`config.mk`:
```
export PLATFORM = sky130hd
export DESIGN_NAME = sram_stream_ctrl
export DESIGN_NICKNAME = d
export VERILOG_FILES = /design/src/rtl/sram_stream_ctrl.sv
export SDC_FILE = /design/constraint.sdc
export NUM_CORES = 1
export LEC_CHECK = 0
export CAP_MARGIN = 20
export CORE_AREA = 10 10 403 405
export CTS_CLUSTER_SIZE = 25
export DETAILED_ROUTE_END_ITERATION = 10
export DIE_AREA = 0 0 413 415
export GPL_TIMING_DRIVEN = 1
export PLACE_DENSITY = 0.36
export SYNTH_ARGS = -nofsm -noshare
export SYNTH_HDL_FRONTEND = slang
export SYNTH_SLANG_ARGS = --single-unit
```
`constraint.sdc`:
```
create_clock -name clk -period 2.6 [get_ports clk]
set_input_delay 0.26 -clock clk [delete_from_list [all_inputs] [get_ports clk]]
set_output_delay 0.26 -clock clk [all_outputs]
set_load 0.01 [all_outputs]
```
`src/rtl/sram_stream_ctrl.sv`:
```
// sram_stream_ctrl: zero-fills a dual-port SRAM, then turns write/read streams into SRAM strobes with a 2-entry response buffer
module sram_stream_ctrl #(
  parameter int ADDR_WIDTH = 6,
  parameter int DATA_WIDTH = 256
) (
  input  logic                  clk,
  input  logic                  rst_n,
  input  logic                  clear,
  output logic                  init_done,
  input  logic                  wr_valid,
  output logic                  wr_ready,
  input  logic [ADDR_WIDTH-1:0] wr_addr,
  input  logic [DATA_WIDTH-1:0] wr_data,
  input  logic                  rd_req_valid,
  output logic                  rd_req_ready,
  input  logic [ADDR_WIDTH-1:0] rd_req_addr,
  output logic                  rd_rsp_valid,
  input  logic                  rd_rsp_ready,
  output logic [DATA_WIDTH-1:0] rd_rsp_data,
  output logic [ADDR_WIDTH-1:0] sram_aa,
  output logic [DATA_WIDTH-1:0] sram_da,
  output logic                  sram_ceba,
  output logic                  sram_weba,
  output logic [ADDR_WIDTH-1:0] sram_ab,
  output logic                  sram_cebb,
  output logic                  sram_webb,
  input  logic [DATA_WIDTH-1:0] sram_qb
);
  localparam int DEPTH = 2 ** ADDR_WIDTH;
  typedef enum logic {INIT, RUN} state_t;
  state_t                state_q, state_d;
  logic [ADDR_WIDTH:0]   cnt_q, cnt_d;
  logic [DATA_WIDTH-1:0] mem_q [2];
  logic [DATA_WIDTH-1:0] mem_d [2];
  logic                  wp_q, wp_d, rp_q, rp_d;
  logic [1:0]            count_q, count_d;
  logic                  run, wr_fire, rd_fire, push, pop, flush;
  // State, init counter and response buffer registers
  always_ff @(posedge clk or negedge rst_n) begin
    if (!rst_n) begin
      state_q <= INIT;
      cnt_q   <= '0;
      mem_q[0] <= '0;
      mem_q[1] <= '0;
      wp_q    <= 1'b0;
      rp_q    <= 1'b0;
      count_q <= '0;
    end else begin
      state_q <= state_d;
      cnt_q   <= cnt_d;
      mem_q   <= mem_d;
      wp_q    <= wp_d;
      rp_q    <= rp_d;
      count_q <= count_d;
    end
  end
  // Leave INIT once the last address is written; clear restarts the fill
  always_comb begin
    state_d = state_q;
    if (state_q == INIT && cnt_q == (ADDR_WIDTH+1)'(DEPTH - 1)) state_d = RUN;
    if (state_q == RUN && clear) state_d = INIT;
  end
  // SRAM strobes and handshakes; INIT strobes are held off while reset is asserted
  always_comb begin
    run          = state_q == RUN;
    init_done    = run;
    wr_ready     = run;
    rd_req_ready = run & ((count_q != 2'd2) | rd_rsp_ready);
    wr_fire      = run & wr_valid;
    rd_fire      = rd_req_valid & rd_req_ready;
    sram_ceba    = (~run & rst_n) ? 1'b0 : ~wr_fire;
    sram_weba    = sram_ceba;
    sram_aa      = run ? wr_addr : cnt_q[ADDR_WIDTH-1:0];
    sram_da      = run ? wr_data : '0;
    sram_cebb    = ~rd_fire;
    sram_webb    = 1'b1;
    sram_ab      = rd_req_addr;
    rd_rsp_valid = count_q != 2'd0;
    rd_rsp_data  = mem_q[rp_q];
  end
  // Fill counter and response FIFO; clear drops anything buffered, including this cycle's read
  always_comb begin
    flush   = run & clear;
    push    = rd_fire & ~clear;
    pop     = rd_rsp_valid & rd_rsp_ready;
    cnt_d   = run ? (clear ? '0 : cnt_q) : cnt_q + 1'b1;
    mem_d   = mem_q;
    if (push) mem_d[wp_q] = sram_qb;
    wp_d    = flush ? 1'b0 : wp_q ^ push;
    rp_d    = flush ? 1'b0 : rp_q ^ pop;
    count_d = flush ? 2'd0 : count_q + {1'b0, push} - {1'b0, pop};
  end
endmodule

```
# ---- Yosys cells after proc, flatten, opt, wreduce, memory -nomap -nowiden
# Index checks and enable logic that the tools add are counted.
# Widths: inputs -> output; s select.
dict set report totals {
  memories 0
  latch_bits 0
  ff_bits 524
  elab_cells 53
  romBits 0
  ram_bits 0
}
dict set report op_classes {
  n_eq_ne 3
  n_bitwise 16
  muxes 16
  n_shift 0
  div 0
  addsub 3
  n_reduce_logical 5
  mul 0
  magnitude_cmp 3
}
# cell n
set ops {}
lappend ops {{$mux 256} 5}
lappend ops {{$bwmux 512} 1}
lappend ops {{$demux 256 s1} 1}
lappend ops {{$mux 7} 2}
lappend ops {{$add 7x1->7 const B} 1}
lappend ops {{$and 1x1->1} 7}
lappend ops {{$eq 7x6->1 const B} 1}
lappend ops {{$mux 6} 1}
lappend ops {{$mux 1} 5}
lappend ops {{$ge 2x2->1 const B} 2}
lappend ops {{$ne 2x2->1 const B} 2}
lappend ops {{$not 1->1} 4}
lappend ops {{$not 1->2} 2}
lappend ops {{$reduce_bool 2->1} 2}
lappend ops {{$logic_and 1x1->1} 3}
lappend ops {{$add 2x1->2} 1}
lappend ops {{$lt 2x1->1 const B} 1}
lappend ops {{$mux 2} 1}
lappend ops {{$sub 2x1->2} 1}
lappend ops {{$xor 1x1->1} 2}
lappend ops {{$or 1x1->1} 1}

# ---- Depth between registers and ports, before layout
# Gate-level depths: netlist of run 1.
dict set report logic_depth {
  depth_word 8
  mapped_depth 10
}

# ---- Worst setup path before layout of run 1
# OpenSTA, ideal clock, no wires.
dict set report synth_path {
  path_kind {flip-flop to flip-flop}
  from {register state_q, in the netlist init_done}
  to {register count_q[1]}
  path_slack_ps 544
  arrival_ps 1925
  stages_incl_launch_ff 11
  t_required_ps 2469
  setup_time_ps 131
  path_cell_list {dfrtp_1 > buf_6 > buf_6 > o311ai_2 > or2_2 > ha_1 > inv_1 > ha_1 > xnor2_1 > xnor2_1 > a21oi_1}
}
dict set report synth_via {
  elab_chain_cells 6
}
# item line_no
set synth_lines {}
lappend synth_lines {{from (decl)} 31} ;# state_t state_q, state_d;
lappend synth_lines {{from (signal assigned)} 49} ;# state_q <= state_d;
lappend synth_lines {{$and 1x1->1} 68} ;# rd_req_ready = run & ((count_q != 2'd2) | rd_rsp_ready);
lappend synth_lines {{$and 1x1->1} 70} ;# rd_fire = rd_req_valid & rd_req_ready;
lappend synth_lines {{$and 1x1->1} 84} ;# push = rd_fire & ~clear;
lappend synth_lines {{$add 2x1->2} 91} ;# count_d = flush ? 2'd0 : count_q + {1'b0, push} - {1'b0, pop};
lappend synth_lines {{$sub 2x1->2} 91}
lappend synth_lines {{$mux 2 (*)} 91}
lappend synth_lines {{via count_d[1]} 36} ;# logic [1:0] count_q, count_d;
lappend synth_lines {{to (signal assigned)} 54} ;# count_q <= count_d;
lappend synth_lines {{to (decl)} 36}
# Mark *: on every way through the listed nets, which the timed path passes. The rest lies on a longest branch.
# A chain may end at the register's enable or synchronous reset.

# ---- Worst setup path after layout of run 1
dict set report layout_path {
  from {register rp_q}
  to {output rd_rsp_data[96]}
}
dict set report layout_via {
  elab_chain_cells 4
}
# item line_no
set layout_lines {}
lappend layout_lines {{from (decl)} 35} ;# logic wp_q, wp_d, rp_q, rp_d;
lappend layout_lines {{from (signal assigned)} 53} ;# rp_q <= rp_d;
lappend layout_lines {{$not 1->2 (not written as such)} 79} ;# rd_rsp_data = mem_q[rp_q];
lappend layout_lines {{$mux 256 (not written as such) (3 in a row)} 79}
lappend layout_lines {{to (decl)} 19} ;# output logic [DATA_WIDTH-1:0] rd_rsp_data,
# Every way passes these cells. The select of a mux whose other input is x is not followed.

==> results.md, run 1 <==
- Status: finished, final reports clean
- Worst-path cell chain: buf_6, buf_12, buf_16, buf_12, buf_6, mux2_4, buf_6
- Worst slew margin: 0.375
- Final min period: 2.57 ns
- Clock Skews: 0.0440 ns
- Initial antenna violation count: 91
- TritonCTS clock tree: yes
- Setup violators final: 0
- TritonCTS buffer count: 68
- Top FF cell, synth: dfrtp_1
- F_max: 389 MHz
- Delay-heaviest family, CP: buffers and inverters
- Share of cells above drive strength 1: 0.410
- Met2 usage: 0.341
- Final setup TNS: 0 ns
- Crit Path Max Fanout: 5
- Crit-path max cell delay: around 0.55 ns
- Remaining DRCs: 0
- Finished Cell Area: 41700 µm²
- DP Area: 38700 µm²
- Crit-path slowest cell: dfrtp_4
- First-pass GRT wire length: 200000 µm
- Leakage Power: 21.0 nW
- Most frequent cells after synthesis: mux2_2 (573), dfrtp_1 (524), and2_1 (257)
- CP startpoint kind: flop
- Placed cell count: 4773
- PD cells: 792 nW/µm²
- Most common cell in the netlist: mux2_2
- Seq/Total Area, Yosys: 0.511
- Yosys cell types: 33
- Top-area cell type share of the netlist area: 0.511
- Max-cap viol count: 0
- Worst Setup End Kind: output port
- Starting Density: 0.167
- Met3 usage: 0.0694
- Crit path kind: reg2out
- Area contributors post-synth: dfrtp_1 (51%), mux2_2 (25%), mux2_4 (12%)
- Initial DRC count: 853
- Critical Path Most Common Cell: buf_6
- GRT Max-Usage Layer: met2
- Total power: 33.1 mW
- I/O Buffers: 1048
- Clock root cell: clkbuf_16
- Via count: 19600
- Worst reg2reg setup slack: 0.06 ns
- H-tree levels: 3
- Die H: 415 µm
- Worst skew pair latency: 0.66 ns
- Number of global-route vias before repair: 21600
- Hold WC Path Type: in2reg
- Worst hold slack: 0.243 ns
- IO Count: 1062
- Register clock-pin slew on the reported worst setup and hold paths: roughly 0.060 ns
- Max-slew violations: 0
- Unrepaired setup endpoints after global routing: yes
- Slew of the pin with the lowest slew margin: 0.937 ns
- DP HPWL: 123000 µm
- Gate Count Post-Synth: 1729
- Drt wl/cell: 30.7 µm
- Dominant cell type by area after synthesis: dfrtp_1
- Overall Global Routing Usage: 0.170
- Fillcell total: approximately 16000
- Drt via density: 3.90
- CTS sink cnt: 524
- Core Rows: 144
- Async set-reset flop share out of synthesis: 1.00
- Total Wirelength: 154000 µm
- Chip Width: approximately 410 µm
- Area grow syn2layout: 62.7%
- Syn Nets: 2264
- Synth warn: 0
- Post-route ant nets: 0
- Total global routing overflow: 0
- Largest net degree at the start of global routing: 149
- #FFs+latches synth: between 500 and 600
- Maximum VDD drop: 0.452 mV
- Mapped Area: approximately 26000 µm²
- Core area: around 150000 µm²
- Die ar.: 171000 µm²
- Placer Congestion: 1.04
- WP data required: 2.34 ns
- Final period util: 0.990
- Arr. time, crit path: 2.31 ns
- Final hold viol count: 0
- Fin cells: 5014
- GR Layer Usage met1: 0.147
- CTS max path bufs: 3
- WP buf/inv: 6
- Pre-antenna DRT Iters: 5
- Nets: 3424
- EDFF count, synth: 0
- Synth Area per Inst: 14.8 µm²
routing by layer:
metal | vias up | wire, µm
li1 | 8390 | -
met1 | 10100 | 47400
met4 | 14 | 5980
met5 | - | 90
met3 | 266 | 13400
met2 | 816 | 87300
area by class of cell:
| type | count | area, µm² | share of cell area |
|---|---|---|---|
| Sequential cell | 524 | 13100 | 0.314 |
| Timing Repair Buffer | 1216 | 12300 | 0.296 |
| Multi-Input combinational cell | 1075 | 11500 | 0.275 |
| Tap cell | 2044 | 2560 | 0.0613 |
| Clock buffer | 96 | 1910 | 0.0457 |
| Clock inverter | 23 | 229 | 0.00549 |
| Antenna cell | 32 | 80.1 | 0.00192 |
| Inverter | 4 | 15.0 | 0.000360 |
per-stage QoR:
step	utilization	setup WS (ns)
after CTS	0.268	-0.263
final	0.271	0.0267
after global routing	0.271	-0.0745
after detailed placement	0.251	0.155
after floorplan	-	0.544
after global placement	0.251	0.196
worst register-to-register path: stages (launching register included):
cell	delay [ns]
dfrtp_4	0.43
buf_6	0.14
buf_4	0.13
buf_6	0.15
o311ai_4	0.11
nor2_1	0.15
buf_4	0.20
ha_4	0.26
buf_6	0.15
clkbuf_16	0.17
buf_4	0.16
mux2_2	0.34
report_power, final:
part           switching [mW]  internal, mW
Combinational            5.65          7.38
Clock                    3.84          5.27
Sequential              0.974          9.95
Total                    10.5          22.6
layout by cell type (no fill, tap or decap), types with 9 or more instances in the layout:
master	Yosys	routed
buf_12	0	32
mux2_2	573	572
buf_6	70	41
diode_2	0	32
buf_16	0	27
clkinv_2	0	14
and2_1	257	248
buf_4	24	80
clkdlybuf4s50_1	0	538
clkdlybuf4s15_1	0	40
clkbuf_2	10	67
dfrtp_1	524	522
buf_2	6	32
clkbuf_1	16	19
clkdlybuf4s15_2	0	16
dlymetal6s2s_1	0	44
clkbuf_16	0	81
and2_2	0	9
mux2_4	200	201
dlygate4sd2_1	0	280
worst paths after layout:
kind / startpoint / endpoint / cells past startpoint
max: rp_q / rd_rsp_data[96] / 7
min: sram_qb[202] / mem_q[202] / 2
max reg2reg: init_done / mem_q[199] / 11
min reg2reg: mem_q[237] / mem_q[237] / 1
max in group asynchronous: rst_n / mem_q[194] / 4
min in group asynchronous: rst_n / mem_q[146] / 3
kinds of logic (layout without fill, tap and decap cells):
| logic type | Yosys count | count (layout) | share of synthesized area |
|---|---|---|---|
| XOR/XNOR | 5 | 5 | 0.00171 |
| flip-flops | 524 | 524 | 0.511 |
| multiplexers | 774 | 774 | 0.369 |
| AO/OA/AOI/OAI | 16 | 16 | 0.00459 |
| AND/OR/NAND/NOR | 274 | 274 | 0.0669 |
| buffers and inverters | 130 | 1339 | 0.0438 |
| other | 1 | 33 | 0.000146 |
| adder cells (fa/ha/maj) | 5 | 5 | 0.00244 |
registers in the layout, summed over array words and instances (netlist names):
| name | cells |
|---|---|
| count_q | 2 |
| cnt_q | 7 |
| rp_q | 1 |
| wp_q | 1 |
| mem_q | 512 |
| init_done | 1 |
what timing repair did:
item                                    in CTS  in global routing
cloned                                      14                 13
gates resized for setup                    770                248
hold buffers                                 1                  0
buffers inserted                            38                 28
endpoints found under the setup margin     503                292
hold endpoints to repair                   337                  0
Power figures use the tool's default switching activity.
==> run 2, diff against run 1 <==
--- a/config.mk
+++ b/config.mk
@@ -12,6 +12,7 @@
 export DIE_AREA = 0 0 413 415
 export GPL_TIMING_DRIVEN = 1
 export PLACE_DENSITY = 0.36
+export SKIP_CTS_REPAIR_TIMING = 1
 export SYNTH_ARGS = -nofsm -noshare
 export SYNTH_HDL_FRONTEND = slang
 export SYNTH_SLANG_ARGS = --single-unit
==> run 2 against run 1 <==
Net effect:
- the run now ends with negative setup slack left
- setup slack got worse by 0.18 ns
- flip-flop and latch count stayed put
- sequential power about the same
- first-iteration DRC count decreased by 3.0%
- fmax down 6.4%
- register-to-register slack barely moved
- wire length shrank 2.2%
- critical path depth shrank 3
- largest cell class is now non-clock buffers
- count of clock-buffer cells in the layout unchanged
==> results.md, run 2 (synthesis results as in run 1) <==
- Core Rows: 144 (unchanged)
- Largest regs: mem_q x512, cnt_q x7, count_q x2
- IO Count: 1062 (unchanged)
- Clock Skews: 0.0400 ns (-0.00393 ns)
- Starting Density: 0.167 (unchanged)
- Largest reg by FF count: mem_q
- PD cells: 764 nW/µm² (-3.6%)
- Power Internal: 22.5 mW (-0.42%)
- Via count: 19300 (-1.6%)
- Share of cells above drive strength 1: 0.355 (-0.0553)
- Arr. time, crit path: 2.49 ns (+0.18 ns)
- Setup violators final: 24 (+24)
- Leakage Power: 26.6 nW (+27%)
- Hold WC Path Type: in2reg
- Total global routing overflow: 0 (unchanged)
- Crit-path slowest cell: clkdlybuf4s50_1
- Worst hold slack: 0.242 ns (-0.00125 ns)
- Largest net degree at the start of global routing: 149 (unchanged)
- Nets: 3386 (-1.1%)
- Die ar.: 171000 µm² (unchanged)
- Status: finished with violations
- Sequential Power Share: 0.334 (+0.004)
- Maximum VDD drop: 0.450 mV (-0.54%)
- CTS sink cnt: 524 (unchanged)
- CP startpoint kind: flop
- Drt via density: 3.88 (-0.70%)
- Worst Setup End Kind: output port
- Initial DRC count: 827 (-3.0%)
- Final Core Density: 0.278 (+0.00678)
- Most frequent cells in the layout: mux2_2 (573), clkdlybuf4s50_1 (565), dfrtp_1 (522)
- Initial antenna violation count: 94 (+3.3%)
- Failing checks: negative setup slack
- Slew of the pin with the lowest slew margin: 0.828 ns (-0.109 ns)
- Switching power: 10.2 mW (-3.0%)
- First-pass GRT wire length: 195000 µm (-2.8%)
- I/O Buffers: 1048 (unchanged)
- Max-slew violations: 0 (unchanged)
- Worst setup margin: -0.149 ns (-0.176 ns)
- DP HPWL: 123000 µm (unchanged)
- Clock root cell: clkbuf_16
- Gate power share: 0.387 (-0.007)
- H-tree levels: 3 (unchanged)
- TritonCTS clock tree: yes
- Register clock-pin slew on the reported worst setup and hold paths: 0.05 ns (about the same)
- Unrepaired setup endpoints after global routing: yes
- Finished Cell Area: 42800 µm² (+2.5%)
- Max-cap viol count: 0 (unchanged)
- DP Area: 38700 µm² (unchanged)
- Remaining DRCs: 0 (unchanged)
- WP data required: 2.34 ns (about the same)
- Crit Path Max Fanout: 18 (+13)
- Chip Width: 413 µm (unchanged)
- Final min period: 2.75 ns (+0.176 ns)
- Worst-path cell chain: buf_16, buf_12, mux2_4, clkdlybuf4s50_1
- Worst skew pair latency: 0.66 ns (about the same)
- Die H: 415 µm (unchanged)
- Pre-antenna DRT Iters: 5 (unchanged)
- TritonCTS buffer count: 68 (unchanged)
- Max FFs per register: 512 (unchanged)
- Placer Congestion: 1.04 (unchanged)
- Drt wl/cell: 30.4 µm (-1.2%)
- Overall Global Routing Usage: 0.165 (-0.00552)
- Number of global-route vias before repair: 21300 (-1.7%)
- Post-route ant nets: 0 (unchanged)
- Final period util: 1.06 (+0.0676)
- Sw Share: 0.311 (-0.00560)
- Crit path kind: reg2out
- Commonest non-fill, non-tap cell in the layout: mux2_2
- Area grow syn2layout: 66.8%
- Worst slew margin: 0.448 (+0.0729)
- Clock share of power: 0.279 (+0.004)
- Core area: 154000 µm² (unchanged)
- Final hold viol count: 0 (unchanged)
- Final setup TNS: -2.02 ns (-2.02 ns)
- F_max: 364 MHz (-6.4%)
- CTS max path bufs: 3 (unchanged)
- Total Wirelength: 151000 µm (-2.2%)
- Crit-path max cell delay: 0.51 ns (-0.04 ns)
## run 2: changes by cell type in the layout (fill, tap and decap cells not counted), sizes merged
cell | before | now
bufbuf | 2 | 0
dlygate4sd2 | 280 | 0
clkdlybuf4s50 | 538 | 565
clkdlybuf4s15 | 56 | 0
diode | 32 | 23
clkbuf | 175 | 115
dlymetal6s2s | 44 | 470
buf | 216 | 123
## run 2: final timing paths
path | slack (ns) | depth (start not counted) | endpoint | startpoint
hold / removal | 0.24 | 2 | mem_q[202] | sram_qb[202]
setup / recovery | -0.15 | 4 | rd_rsp_data[130] | rp_q
hold reg to reg | 0.50 | 1 | mem_q[237] | mem_q[237]
setup reg to reg | 0.07 | 9 | mem_q[363] | init_done
max in group asynchronous | 1.17 | 4 | mem_q[194] | rst_n
min in group asynchronous | 0.44 | 3 | mem_q[146] | rst_n
## run 2: final cells by class
type / instances / area (µm²)
clock buffer: 96 / 1910
sequential: 524 / 13100
clock inverter: 23 / 229
timing repair buffer: 1178 / 13400
antenna: 23 / 57.6
tap: 2044 / 2560
multi-input combinational: 1075 / 11500
inverter: 4 / 15.0
fill: 15900 / 111000
## run 2: power by group through the flow
| stage | registers [mW] | logic, mW | clock network, mW |
|---|---|---|---|
| after global routing | 11.2 | 13.4 | 9.90 |
| after detailed placement | 11.1 | 12.3 | 0 |
| after floorplan | 10.7 | 6.40 | 0 |
| after CTS | 10.9 | 12.3 | 9.56 |
| after global placement | 11.0 | 12.2 | 0 |
| final | 10.9 | 12.6 | 9.10 |
## run 2: stage by stage
stage	worst slack (ns)	power, mW	cells
final	-0.149	32.7	4967
after CTS	-0.551	32.8	4892
after floorplan	0.544	17.1	1729
after global routing	-0.252	34.5	4957
after global placement	0.196	23.2	4773
after detailed placement	0.155	23.3	4773
## run 2: per-layer routing
layer | vias to the layer above | wire length, µm | part of all wire | track usage
li1 | 8293 | - | - | -
met5 | - | 106 | 0.00070 | 0
met4 | 16 | 6070 | 0.040 | 0.0493
met2 | 824 | 85500 | 0.57 | 0.334
met3 | 290 | 13700 | 0.091 | 0.0688
met1 | 9833 | 45400 | 0.30 | 0.142
## run 2: critical path: cells and delay by family (launching register included)
family / cells / cell delay (ns)
flops: 1 / 0.50
buf+inv: 3 / 0.96
mux: 1 / 0.34
==> run 3, diff against run 2 <==
--- a/config.mk
+++ b/config.mk
@@ -6,10 +6,10 @@
 export NUM_CORES = 1
 export LEC_CHECK = 0
 export CAP_MARGIN = 20
-export CORE_AREA = 10 10 403 405
+export CORE_AREA = 10 10 411 413
 export CTS_CLUSTER_SIZE = 25
 export DETAILED_ROUTE_END_ITERATION = 10
-export DIE_AREA = 0 0 413 415
+export DIE_AREA = 0 0 421 423
 export GPL_TIMING_DRIVEN = 1
 export PLACE_DENSITY = 0.36
 export SKIP_CTS_REPAIR_TIMING = 1
==> constraint.sdc (replaced) <==
create_clock -name clk -period 2.46 [get_ports clk]
set_input_delay 0.246 -clock clk [delete_from_list [all_inputs] [get_ports clk]]
set_output_delay 0.246 -clock clk [all_outputs]
set_load 0.01 [all_outputs]
==> run 3 against run 2 <==
Net effect:
- the run still ends with negative setup slack left
- register-to-register slack gained 0.25 ns
- sequential share of layout area increased by 0.42 points
- setup slack got worse by 0.090 ns
- critical endpoint is now rd_rsp_data[11]
- largest cell class is now registers
- largest power group unchanged
- highest routed layer unchanged
==> results.md, run 3 (synthesis results as in run 1) <==
- DP Area: 39000 µm² (+0.88%)
- Starting Density: 0.160 (-0.00659)
- H-tree levels: 3 (unchanged)
- Max-slew violations: 0 (unchanged)
- WP data required: 2.21 ns (-0.13 ns)
- Max-cap viol count: 0 (unchanged)
- CP startpoint kind: flop
- Largest regs: mem_q x512, cnt_q x7, count_q x2
- Total power: 34.5 mW (+5.7%)
- Clock root cell: clkbuf_16
- Core Rows: 147 (+2.1%)
- Setup violators final: 277 (+1100%)
- Unrepaired setup endpoints after global routing: yes
- Number of global-route vias before repair: 21900 (+2.8%)
- Drt wl/cell: 30.5 µm (+0.62%)
- Area grow syn2layout: 64.5%
- Largest reg by FF count: mem_q
- Final hold viol count: 0 (unchanged)
- Hold WC Path Type: in2async
- Crit path kind: reg2out
- Pre-antenna DRT Iters: 4 (-1)
- Clock Skews: 0.0344 ns (-0.00569 ns)
- Largest net degree at the start of global routing: 139 (-6.7%)
- Final min period: 2.70 ns
- CTS max path bufs: 3 (unchanged)
- Initial DRC count: 765 (-7.5%)
- Max FFs per register: 512 (unchanged)
- Worst Setup End Kind: output port
- Nets: 3388 (+0.059%)
- Initial antenna violation count: 125 (+33%)
- Commonest non-fill, non-tap cell in the layout: clkdlybuf4s50_1
- Arr. time, crit path: 2.45 ns (-0.04 ns)
- Share of cells above drive strength 1: 0.367 (+0.0124)
- Most frequent cells in the layout: clkdlybuf4s50_1 (818), mux2_2 (573), dfrtp_1 (522)
- Register clock-pin slew on the reported worst setup and hold paths: 0.06 ns (about the same)
- PD cells: 818 nW/µm² (+7.2%)
- Worst setup margin: -0.239 ns (-0.0903 ns)
- F_max: approximately 370 MHz
- DP HPWL: 133000 µm (+8.7%)
- Via count: 19500 (+1.3%)
- Core area: 160000 µm² (+4.1%)
- CTS sink cnt: 524 (unchanged)
- Failing checks: negative setup slack
- Worst slew margin: 0.389 (-0.0591)
- Total global routing overflow: 0 (unchanged)
- Worst skew pair latency: 0.64 ns (-0.02 ns)
- Chip Width: 421 µm (+1.9%)
- Final period util: 1.10
- TritonCTS buffer count: 69 (+1.5%)
- First-pass GRT wire length: 205000 µm (+5.4%)
- Final setup TNS: -34.12 ns (-32.09 ns)
- Overall Global Routing Usage: 0.170 (+0.00464)
- Drt via density: 3.77 (-2.8%)
- TritonCTS clock tree: yes
- Die ar.: 178000 µm² (+3.9%)
- Status: finished with violations
- Slew of the pin with the lowest slew margin: 0.917 ns (+0.0886 ns)
- Crit Path Max Fanout: 19 (+1)
- Post-route ant nets: 0 (unchanged)
- I/O Buffers: 1048 (unchanged)
- Finished Cell Area: 42200 µm² (-1.4%)
- Placer Congestion: 0.959 (-8.1%)
- Maximum VDD drop: 0.525 mV (+17%)
- Total Wirelength: 158000 µm (+4.8%)
- Remaining DRCs: 0 (unchanged)
- Leakage Power: 21.4 nW (-20%)
- IO Count: 1062 (unchanged)
- Die H: 423 µm (+1.9%)
-- run 3: changes by cell type in the layout (fill, tap and decap cells not counted), sizes merged --
| cell | delta |
|---|---|
| clkbuf | +30 |
| clkinvlp | -2 |
| clkinv | -9 |
| bufinv | +1 |
| diode | +91 |
| clkdlybuf4s50 | +253 |
| buf | +20 |
| dlymetal6s2s | -293 |
-- run 3: routing by layer --
metal | vias to the layer above | wire, µm | GRT usage
li1 | 8385 | - | -
met1 | 9913 | 38600 | 0.115
met2 | 813 | 96100 | 0.366
met3 | 374 | 11500 | 0.0590
met4 | 14 | 11700 | 0.109
met5 | - | 92 | 0
-- run 3: critical path, stage by stage, from the launching register on --
cell and delay [ns]:
dfrtp_4 0.49, buf_16 0.21, buf_12 0.21, mux2_2 0.35
clkdlybuf4s50_1 0.48
-- run 3: area by class of cell --
| class | count | area, µm² |
|---|---|---|
| multi-input combinational | 1075 | 11400 |
| timing repair buffer | 1179 | 12500 |
| tap | 2160 | 2700 |
| clock buffer | 105 | 2010 |
| antenna | 114 | 285 |
| sequential | 524 | 13100 |
| clock inverter | 13 | 155 |
| inverter | 4 | 15.0 |
| fill | 16600 | 118000 |
-- run 3: per-stage QoR --
step	util	hold slack [ns]	worst slack, ns	instances
floorplan	-	-0.0496	0.404	1729
global placement	0.243	0.108	0.0596	4910
detailed placement	0.243	0.108	0.0701	4910
CTS	0.257	-0.611	-0.661	5028
global route	0.263	0.0467	-0.363	5161
finish	0.263	0.0744	-0.239	5174
-- run 3: path summary, 6_finish.rpt --
kind | start | end | slack (ns) | cells after the start
min | rst_n | mem_q[127] | 0.07 | 2
min in group clk | sram_qb[109] | mem_q[365] | 0.24 | 2
min reg2reg | cnt_q[6] | init_done | 0.49 | 1
max in group asynchronous | rst_n | mem_q[423] | 1.08 | 4
max | rp_q | rd_rsp_data[11] | -0.24 | 4
max reg2reg | init_done | mem_q[203] | 0.32 | 8
-- run 3: where the power goes --
| part | switching (mW) | leakage [nW] | internal (mW) | total [mW] |
|---|---|---|---|---|
| logic | 5.61 | 13.2 | 7.58 | 13.2 |
| registers | 1.03 | 7.09 | 10.5 | 11.5 |
| clock network | 3.97 | 1.06 | 5.83 | 9.80 |
| total | 10.6 | 21.4 | 23.9 | 34.5 |
